File: src/rtl/tm1640_rx.sv
// TM1640 bus receiver: synchronizes the two-wire bus, decodes command and data
// frames, and keeps a 16-byte display RAM with a registered read port.
module tm1640_rx #(
    parameter int SYNC_STAGES = 2
) (
    input  logic       clk,
    input  logic       rst,
    input  logic       tm_clk,
    input  logic       tm_din,
    output logic       rx_valid,
    output logic [7:0] rx_byte,
    output logic       wr_strobe,
    output logic [3:0] wr_addr,
    output logic [7:0] wr_data,
    output logic       disp_on,
    output logic [2:0] brightness,
    input  logic [3:0] rd_addr,
    output logic [7:0] rd_data,
    output logic       frame_err
);

    // CMD_DONE follows a mode or display-control byte: any further byte is an error.
    typedef enum logic [2:0] {IDLE, CMD, CMD_DONE, DATA, IGNORE} state_t;

    logic [SYNC_STAGES-1:0] clkSync_q, dinSync_q;
    logic                   sClkD_q, sDinD_q;
    logic                   sClk, sDin;
    logic                   startDet, stopDet, bitRise, byteDone, partialErr;
    logic [7:0]             fullByte;

    state_t                 state_q, state_d;
    logic                   setMode, setCtrl, loadPtr, doWrite, cmdErr;

    logic [2:0]             bitCnt_q;
    logic [7:0]             shift_q;
    logic [3:0]             ptr_q;
    logic                   autoInc_q, dispOn_q;
    logic [2:0]             brightness_q;
    logic [7:0]             ram_q [16];
    logic                   rxValid_q, wrStrobe_q, frameErr_q;
    logic [7:0]             rxByte_q, wrData_q, rdData_q;
    logic [3:0]             wrAddr_q;

    // Synchronizers are left unreset so they always track the live bus level;
    // resetting them could fabricate a START/STOP edge on release.
    always_ff @(posedge clk) begin
        clkSync_q <= {clkSync_q[SYNC_STAGES-2:0], tm_clk};
        dinSync_q <= {dinSync_q[SYNC_STAGES-2:0], tm_din};
        sClkD_q   <= clkSync_q[SYNC_STAGES-1];
        sDinD_q   <= dinSync_q[SYNC_STAGES-1];
    end

    assign sClk       = clkSync_q[SYNC_STAGES-1];
    assign sDin       = dinSync_q[SYNC_STAGES-1];
    assign startDet   = sClk & sClkD_q & sDinD_q & ~sDin;
    assign stopDet    = sClk & sClkD_q & ~sDinD_q & sDin;
    assign bitRise    = sClk & ~sClkD_q & (state_q != IDLE);
    assign byteDone   = bitRise & (bitCnt_q == 3'd7);
    assign fullByte   = {sDin, shift_q[7:1]};
    assign partialErr = (startDet | stopDet) & (bitCnt_q != 3'd0);

    always_ff @(posedge clk) begin
        if (rst) begin
            state_q <= IDLE;
        end else begin
            state_q <= state_d;
        end
    end

    always_comb begin
        state_d = state_q;
        if (startDet) begin
            state_d = CMD;
        end else if (stopDet) begin
            state_d = IDLE;
        end else if (byteDone) begin
            case (state_q)
                CMD: begin
                    case (fullByte[7:6])
                        2'b00:   state_d = IGNORE;
                        2'b11:   state_d = DATA;
                        default: state_d = CMD_DONE;
                    endcase
                end
                CMD_DONE: state_d = IGNORE;
                default:  state_d = state_q;
            endcase
        end
    end

    always_comb begin
        setMode = 1'b0;
        setCtrl = 1'b0;
        loadPtr = 1'b0;
        doWrite = 1'b0;
        cmdErr  = 1'b0;
        if (byteDone) begin
            case (state_q)
                CMD: begin
                    case (fullByte[7:6])
                        2'b00:   cmdErr  = 1'b1;
                        2'b01:   setMode = 1'b1;
                        2'b10:   setCtrl = 1'b1;
                        default: loadPtr = 1'b1;
                    endcase
                end
                DATA:     doWrite = 1'b1;
                CMD_DONE: cmdErr  = 1'b1;
                default:  ;
            endcase
        end
    end

    // Every decoded effect is registered on the same edge as rx_valid, so the
    // strobes, settings and RAM contents all become visible together.
    always_ff @(posedge clk) begin
        if (rst) begin
            bitCnt_q     <= 3'd0;
            shift_q      <= 8'h00;
            ptr_q        <= 4'd0;
            autoInc_q    <= 1'b1;
            dispOn_q     <= 1'b0;
            brightness_q <= 3'd0;
            rxValid_q    <= 1'b0;
            rxByte_q     <= 8'h00;
            wrStrobe_q   <= 1'b0;
            wrAddr_q     <= 4'd0;
            wrData_q     <= 8'h00;
            frameErr_q   <= 1'b0;
            rdData_q     <= 8'h00;
            for (int i = 0; i < 16; i++) begin
                ram_q[i] <= 8'h00;
            end
        end else begin
            rxValid_q  <= 1'b0;
            wrStrobe_q <= 1'b0;
            frameErr_q <= cmdErr | partialErr;

            if (startDet || stopDet) begin
                bitCnt_q <= 3'd0;
            end else if (bitRise) begin
                shift_q  <= fullByte;
                bitCnt_q <= bitCnt_q + 3'd1;
            end

            if (byteDone) begin
                rxValid_q <= 1'b1;
                rxByte_q  <= fullByte;
            end
            if (setMode) begin
                autoInc_q <= ~fullByte[2];
            end
            if (setCtrl) begin
                dispOn_q     <= fullByte[3];
                brightness_q <= fullByte[2:0];
            end
            if (loadPtr) begin
                ptr_q <= fullByte[3:0];
            end
            if (doWrite) begin
                ram_q[ptr_q] <= fullByte;
                wrStrobe_q   <= 1'b1;
                wrAddr_q     <= ptr_q;
                wrData_q     <= fullByte;
                if (autoInc_q) begin
                    ptr_q <= ptr_q + 4'd1;
                end
            end

            rdData_q <= ram_q[rd_addr];
        end
    end

    assign rx_valid   = rxValid_q;
    assign rx_byte    = rxByte_q;
    assign wr_strobe  = wrStrobe_q;
    assign wr_addr    = wrAddr_q;
    assign wr_data    = wrData_q;
    assign disp_on    = dispOn_q;
    assign brightness = brightness_q;
    assign rd_data    = rdData_q;
    assign frame_err  = frameErr_q;

endmodule

File: config.mk
export PLATFORM = sky130hd
export DESIGN_NAME = tm1640_rx
export DESIGN_NICKNAME = d
export VERILOG_FILES = /design/src/rtl/tm1640_rx.sv
export SDC_FILE = /design/constraint.sdc
export NUM_CORES = 1
export LEC_CHECK = 0
export BUFFER_PORTS_ARGS = -buffer_cell sky130_fd_sc_hd__buf_2
export CAP_MARGIN = 30
export CORE_MARGIN = 10
export CORE_UTILIZATION = 61
export DETAILED_ROUTE_END_ITERATION = 6
export GPL_ROUTABILITY_DRIVEN = 0
export HOLD_SLACK_MARGIN = 0.02
export PLACE_DENSITY_LB_ADDON = 0.15
export SETUP_SLACK_MARGIN = 0.2
export SLEW_MARGIN = 10
export SYNTH_ARGS = -nofsm -noshare
export SYNTH_HDL_FRONTEND = slang
export SYNTH_SLANG_ARGS = --single-unit
File: constraint.sdc
create_clock -name clk -period 2.5 [get_ports clk]
set_clock_uncertainty 0.05 [all_clocks]
set_input_delay 0.125 -clock clk [delete_from_list [all_inputs] [get_ports clk]]
set_output_delay 0.125 -clock clk [all_outputs]
set_load 0.05 [all_outputs]
Yosys cells after proc, flatten, opt, wreduce, memory -nomap -nowiden
Memory sizes are Yosys's and may differ from the RTL's. A register that Yosys moved wholly into a read port is not among the register bits.
Index checks and enable logic that the tools add are counted.
{"block": "totals", "reg_bits": 52, "mem_bits_rw": 128, "in_bits": 8, "elab_cells": 89, "n_memories": 1}
{"block": "op_classes", "addsub": 2, "n_eq_ne": 7, "n_mux": 31, "bitwise": 16, "n_reduce_logical": 14}
{"memory": "ram_q", "depth": 16, "width": 8, "rd": 1, "rd_ports_with_merged_regs": 1, "write_ports": 16, "line": "39", "text": "logic [7:0] ram_q [16];"}
{"cell": "1-bit 2-to-1 mux", "count": 23}
{"cell": "4-bit 2-to-1 mux", "count": 4}
{"cell": "3-bit one-hot mux with 2 select lines", "count": 2}
{"cell": "1-bit bitwise AND", "count": 9}
{"cell": "3-bit nonzero test", "count": 3}
{"cell": "8-bit 2-to-1 mux", "count": 1}
{"cell": "8-bit OR reduction", "count": 1}
{"cell": "3-bit by 2-bit equality test with 1-bit output, second input constant", "count": 2}
{"cell": "2-bit AND reduction", "count": 3}
{"cell": "3-bit OR reduction", "count": 2}
{"cell": "1-bit inverter", "count": 5}
{"cell": "4-bit by 1-bit adder with 4-bit output, second input constant", "count": 1}
{"cell": "2-bit equality test, second input constant", "count": 2}
{"cell": "4-bit nonzero test", "count": 1}
{"cell": "3-bit by 1-bit adder with 3-bit output, second input constant", "count": 1}
{"cell": "3-bit by 1-bit equality test with 1-bit output, second input constant", "count": 1}
{"cell": "3-bit equality test, second input constant", "count": 1}
{"cell": "2-bit by 1-bit equality test with 1-bit output, second input constant", "count": 1}
{"cell": "2-bit zero test", "count": 1}
{"cell": "1-bit OR", "count": 2}
{"cell": "1-bit one-hot mux with 2 select lines", "count": 1}
{"cell": "2-bit nonzero test", "count": 1}
{"cell": "2-bit OR reduction", "count": 1}
{"cell": "1-bit logical OR", "count": 1}

Depth between registers and ports, before layout
Gate-level depths: netlist of run 1.
{"block": "logic_depth", "depth_word": 10, "mapped_depth": 8}

Least setup slack after synthesis of run 1
Ideal clock, no wire load.
{"block": "synth_path", "path_type": "register to register", "start": "register bitCnt_q[0]", "end": "memory ram_q[1][0], enable pin", "arrival_ns": 1.701, "slack_ns": 0.440, "stages_incl_launch_ff": 8, "n_path_buf": 1, "synth_period_minus_slack_ns": 2.060, "path_cell_list": "dfxtp_1 ha_1 ha_1 and4bb_4 nand2_4 buf_12 nor4_4 or2_2"}
{"item": "start, declared", "line": "34", "text": "logic [2:0] bitCnt_q;"}
{"item": "start signal, assigned", "line": "143", "text": "bitCnt_q <= bitCnt_q + 3'd1;"}
{"item": "end, declared", "line": "39"}

==> results of run 1 <==
-- path summary, 6_finish.rpt --
kind	start	to	cells past startpoint
setup / recovery	bitCnt_q[0]	ram_q[1][7]	6
hold / removal	rst	wr_addr[3]	2
setup reg to reg	bitCnt_q[0]	ram_q[1][7]	6
hold reg to reg	dinSync_q[0]	dinSync_q[1]	0
-- per-layer routing --
metal / routed length, um / part of all wire, % / GRT usage, %
met5: 0 / 0 / 0
met4: 430 / 2.3 / 8.37
met3: 1260 / 6.8 / 4.73
met2: 9620 / 52 / 35.8
met1: 7230 / 39 / 24.2
-- registers in the layout, summed over array words and instances, names as in the netlist --
name / flops
brightness: 3
ram_q: 128
rd_data: 8
wr_strobe: 1
sDinD_q: 1
wr_data: 8
sClkD_q: 1
dinSync_q: 2
shift_q: 7
wr_addr: 4
frame_err: 1
clkSync_q: 2
autoInc_q: 1
bitCnt_q: 3
rx_valid: 1
state_q: 3
disp_on: 1
ptr_q: 4
rx_byte: 8
-- layout by cell type, fill, tap and decap left out, drive strengths merged, types with 4 or more instances in the layout --
master	instances
a21oi	20
dfxtp	59
inv	10
ha	7
mux2i	71
nor2	40
or2	17
mux4	7
buf	82
nand2	39
edfxtp	128
bufinv	4
a22oi	24
nand4b	5
nand2b	12
clkbuf	17
nor4	5
nor3	8
nor2b	6
nand3	10
and2	132
o21ai	9
-- cell type report --
cell class / instances / area (sq um) / share of cell area, %
clock buffer: 17 / 425 / 4.45
sequential: 187 / 5020 / 52.5
multi-input combinational: 433 / 3130 / 32.7
tap: 176 / 220 / 2.30
inverter: 5 / 18.8 / 0.196
clock inverter: 15 / 213 / 2.22
timing repair buffer: 84 / 543 / 5.67
-- what timing repair did --
action                                  CTS  global route
gates resized for setup                   3             2
hold buffers                              2             0
setup buffers                             0             8
endpoints found under the hold margin     2             0
pin swaps                                 0             4
endpoints found under the setup margin   56            96
-- stage by stage --
step	hold WS [ns]	power (mW)
floorplan	0.103	3.72
global placement	0.180	3.82
detailed placement	0.180	3.83
CTS	0.0619	6.66
global route	0.0814	6.83
finish	0.0691	6.64
-- cell families (layout without fill, tap and decap cells) --
kind of cell               count (synthesis)  count (layout)  share of synthesized area [%]
AOI/OAI and AO/OA                         66              66                           5.09
xor gates and xnor gates                   2               2                          0.209
adders and majority gates                  7               7                           1.04
buffers and inverters                     51             121                           3.15
DFF                                      187             187                           59.9
muxes                                     78              78                           10.3
and+or+nand+nor                          280             280                           20.3
-- worst max-delay path: cells and delay by family (launching register included) --
kind | cells | cell delay, ns
DFF | 1 | 0.37
and+or+nand+nor | 4 | 1.08
adders and majority gates | 2 | 0.37
-- where the power goes --
| part | leakage [nW] | total [mW] | switching, mW | internal, mW |
|---|---|---|---|---|
| clock | 0.301 | 2.87 | 1.18 | 1.69 |
| sequential | 1.80 | 3.42 | 0.0375 | 3.38 |
| combinational | 1.73 | 0.350 | 0.225 | 0.125 |
| total | 3.83 | 6.64 | 1.44 | 5.20 |
==> results.sh, run 1 <==
export IMPL_final_hold_violation_count=0
export IMPL_start_util_pct=62.9
export IMPL_syn_area_sq_um=8390
export IMPL_grt_pass1_wl_um=29200
export IMPL_gr_usage_all_layers_pct=20.6
export IMPL_vias=5297
export IMPL_synth_edf_count=128
export IMPL_fmax_mhz=458
export IMPL_ys_ff_latch=187
export IMPL_syn_to_final_growth_pct=14.1
export IMPL_drive_above_1_share_pct=20.9
export IMPL_drt_total_wl_um=18500
export IMPL_htree_levels=4
export IMPL_setup_ws_ns=0.318
export IMPL_grt_antenna_before_repair=0
export IMPL_synth_most_common_cell="and2_1"
export IMPL_yosysTopAreaCellShare_pct=45.8
export IMPL_drc=0
export IMPL_ys_async_sr_fraction_pct=0
export IMPL_yosys_warnings=0
export IMPL_num_nets_final=743
export IMPL_grt_overflow=0
export IMPL_drt_pass1_iter_count=7
export IMPL_fp_dieH_um=137
export IMPL_placement_io_buffers=42
export IMPL_syn_instance_count=671
export IMPL_place_ws_ns=0.136
export IMPL_clock_path_buffers=2
export IMPL_period_share_pct=87.3
export IMPL_tns_ns=0
export IMPL_p_per_area_nw_per_um2=694
export IMPL_avgSynthCellArea_sq_um=12.5
export IMPL_rrSetupSlack_ns=0.32
export IMPL_critical_path_class="register to register"
export IMPL_startpoint_type="register"
export IMPL_num_io_pins=43
export IMPL_max_stage_delay_ns=0.37
export IMPL_design_area_sq_um=9570
export IMPL_clk_latency_ns=0.44
export IMPL_place_area_sq_um=8830
export IMPL_wl_per_cell_um=20.2
export IMPL_fillerInstances=946
export IMPL_report_final_slew_viol_count=0
export IMPL_synth_cell_types=44
export IMPL_setup_viol=0
export IMPL_final_cells=917
export IMPL_core_sq_um=13300
export IMPL_critPathArrivalTime_ns=2.25
export IMPL_grt_max_degree=26
export IMPL_clk_pin_slew_worst_paths_ns=0.06
export IMPL_fp_dieArea_sq_um=18800
export IMPL_mappedNetlistNets=686
export IMPL_fin_util_pct=71.7
export IMPL_synth_largest_area_cell="edfxtp_1"
export IMPL_cts_tree="done"
export IMPL_rows=42
export IMPL_dp_cells=875
export IMPL_grt_pass1_vias=5390
export IMPL_clock_sinks=187
export IMPL_crit_top_cell="ha_1"
export IMPL_diodes=0
export IMPL_ir_worst_vdd_mv=0.492
export IMPL_ant_nets=0
export IMPL_cts_inserted_buffers=17
export IMPL_slowest_stage="dfxtp_1"
export IMPL_endpoint_kind="register"
export IMPL_max_cap_violations=0
export IMPL_yosys_top_cells_area="edfxtp_1 (46%), dfxtp_1 (14%), and2_1 (9.8%), mux2i_1 (8.5%), a22oi_1 (2.1%)"
export IMPL_drtIter0Drc=509
export IMPL_synth_top_cells_by_count="and2_1 (131), edfxtp_1 (128), mux2i_1 (71), dfxtp_1 (59), nor2_1 (39)"
export IMPL_vias_per_cell=5.78
export IMPL_rsz0062_at_grt="false"
export IMPL_period_minus_slack_ns=2.18
export IMPL_cp_max_fo=21
export IMPL_worstPathCellList="ha_1 > ha_1 > and4bb_4 > nand2_8 > nor4_4 > or2_2"
export IMPL_ys_flop_type="edfxtp_1"
export IMPL_seq_area_frac_synth_pct=59.9
export IMPL_place_hpwl_um=12800
export IMPL_tightest_slew_ns=0.837
export IMPL_p_leak_nw=3.83
export IMPL_status="finished, final reports clean"
export IMPL_die_x_um=137
export IMPL_slew_limit_headroom_pct=44.1
export IMPL_root_buffer="clkbuf_16"
export IMPL_required_ns=2.57
export IMPL_hp_class="primary input to register"
Note: power is estimated with default switching activity, not from simulation.
==> run 2, diff against run 1 <==
- PLACE_DENSITY: default -> 0.79
- PLACE_DENSITY_LB_ADDON: 0.15 -> default
==> results.sh, run 2 (same netlist as run 1, synthesis figures left out) <==
export IMPL_status="finished, final reports clean"
export IMPL_fin_hold_ws_ns=0.0647
export IMPL_endpoint_kind="register"
export IMPL_rows=42
export IMPL_mostFrequentLayoutCells="and2_1 (131), edfxtp_1 (128), mux2i_1 (71)"
export IMPL_drc=0
export IMPL_period_minus_slack_ns=2.17
export IMPL_clock_path_buffers=2
export IMPL_clk_latency_ns=0.43
export IMPL_place_hpwl_um=12600
export IMPL_crit_top_cell="ha_1"
export IMPL_cts_inserted_buffers=17
export IMPL_worstPathCellList="ha_1 > ha_1 > and4bb_4 > nand4b_1 > nor2_1 > or2_4"
export IMPL_root_buffer="clkbuf_16"
export IMPL_grt_max_degree=41
export IMPL_slowest_stage="dfxtp_1"
export IMPL_placement_io_buffers=42
export IMPL_num_nets_final=735
export IMPL_max_cap_violations=0
export IMPL_drtIter0Drc=531
export IMPL_grt_pass1_wl_um=28200
export IMPL_cts_tree="done"
export IMPL_wl_per_cell_um=20.4
export IMPL_grt_antenna_before_repair=0
export IMPL_drt_pass1_iter_count=6
export IMPL_period_share_pct=86.8
export IMPL_drt_total_wl_um=18600
export IMPL_num_io_pins=43
export IMPL_grt_pass1_vias=5330
export IMPL_max_stage_delay_ns=0.38
export IMPL_p_leak_nw=3.80
export IMPL_hold_depth=4
export IMPL_drive_above_1_share_pct=19.4
export IMPL_rrSetupSlack_ns=0.33
export IMPL_setup_ws_ns=0.330
export IMPL_slew_limit_headroom_pct=30.6
export IMPL_report_final_slew_viol_count=0
export IMPL_ant_nets=0
export IMPL_critPathArrivalTime_ns=2.25
export IMPL_required_ns=2.58
export IMPL_start_util_pct=62.9
export IMPL_htree_levels=4
export IMPL_fp_dieArea_sq_um=18800
export IMPL_fillerInstances=932
export IMPL_min_delay_start="rd_addr[3]"
export IMPL_vias_per_cell=5.90
export IMPL_tns_ns=0
export IMPL_r2r_cells=6
export IMPL_fp_dieH_um=137
export IMPL_setup_viol=0
export IMPL_final_hold_violation_count=0
export IMPL_largest_register="ram_q"
export IMPL_place_ws_ns=0.140
export IMPL_ir_worst_vdd_mv=0.497
export IMPL_tightest_slew_ns=1.04
export IMPL_fmax_mhz=461
export IMPL_diodes=0
export IMPL_grt_overflow=0
export IMPL_syn_to_final_growth_pct=13.0
export IMPL_rr_endpoint="ram_q[5][0]"
export IMPL_core_sq_um=13300
export IMPL_startpoint_type="register"
export IMPL_cp_max_fo=9
export IMPL_critical_path_class="register to register"
export IMPL_p_per_area_nw_per_um2=679
export IMPL_r2r_start="bitCnt_q[0]"
export IMPL_design_area_sq_um=9480
export IMPL_gr_usage_all_layers_pct=19.8
export IMPL_min_to="rd_data[2]"
export IMPL_rsz0062_at_grt="true"
export IMPL_largest_register_ffs=128
export IMPL_clock_sinks=187
export IMPL_place_area_sq_um=8780
export IMPL_vias=5361
export IMPL_hp_class="primary input to register"
export IMPL_clk_pin_slew_worst_paths_ns=0.06
export IMPL_final_common_cell="and2_1"
export IMPL_die_x_um=137
==> run 2: changes by cell type in the layout (fill, tap and decap cells not counted), moves of 3 or more <==
cell        change
or2_4           +3
bufinv_16       -3
buf_4           -8
clkbuf_16       +3
inv_1           +3
clkinv_4        -3
inv_6           -5
or2_2           -3
clkinvlp_4      -3
==> run 2: how the worst max path moves through the flow <==
stage           startpoint           end  slack [ns]  cells after the start
2_1_floorplan  bitCnt_q[0]   ram_q[1][0]        0.44                      7
3_3_place_gp   bitCnt_q[0]  ram_q[13][4]        0.28                      6
3_5_place_dp   bitCnt_q[0]  ram_q[15][3]        0.14                      6
4_1_cts        bitCnt_q[0]  ram_q[13][4]        0.21                      6
5_1_grt        bitCnt_q[0]   ram_q[5][6]        0.18                      6
6_report       bitCnt_q[0]   ram_q[5][0]        0.33                      6
==> run 2: final cells by class <==
class                      count  area (sq um)  area share [%]
timing repair buffer          76           483            5.09
multi-input combinational    433          3140            33.1
clock inverter                 7          57.6           0.607
sequential                   187          5020            53.0
inverter                       5          18.8           0.198
tap                          176           220            2.32
clock buffer                  25           541            5.70
==> run 2: per-layer routing <==
layer | up-vias | GRT usage [%] | share of wire, %
met1 | 2609 | 23.4 | 38
met2 | 235 | 33.4 | 50
li1 | 2463 | - | -
met5 | - | 0 | 0
met4 | 0 | 9.02 | 2.9
met3 | 54 | 5.24 | 8.3
==> run 2: per-stage QoR <==
stage	total power [mW]	util, %	cells
3_3_place_gp	3.81	65.8	868
6_report	6.44	71.0	909
3_5_place_dp	3.83	65.8	868
5_1_grt	6.59	71.0	909
2_1_floorplan	3.72	-	671
4_1_cts	6.44	70.5	902
==> run 2: report_power, final <==
group | internal [mW] | switching (mW) | total, mW
Sequential | 3.38 | 0.0384 | 3.42
Combinational | 0.121 | 0.225 | 0.346
Clock | 1.60 | 1.08 | 2.67
Total | 5.10 | 1.34 | 6.44
==> run 2: repair_timing <==
| item | in CTS | in global routing |
|---|---|---|
| buffers inserted | 0 | 7 |
| gates resized for setup | 1 | 8 |
| hold buffers | 2 | 0 |
| setup endpoints to repair | 32 | 105 |
| pin swaps | 1 | 4 |
| hold endpoints to repair | 2 | 0 |
| cloned | 0 | 0 |
==> run 2: worst max-delay path, delay by kind of cell (launching register included) <==
kind | cells | cell delay (ns)
fa+ha+maj | 2 | 0.36
flops | 1 | 0.38
simple gates | 4 | 1.08
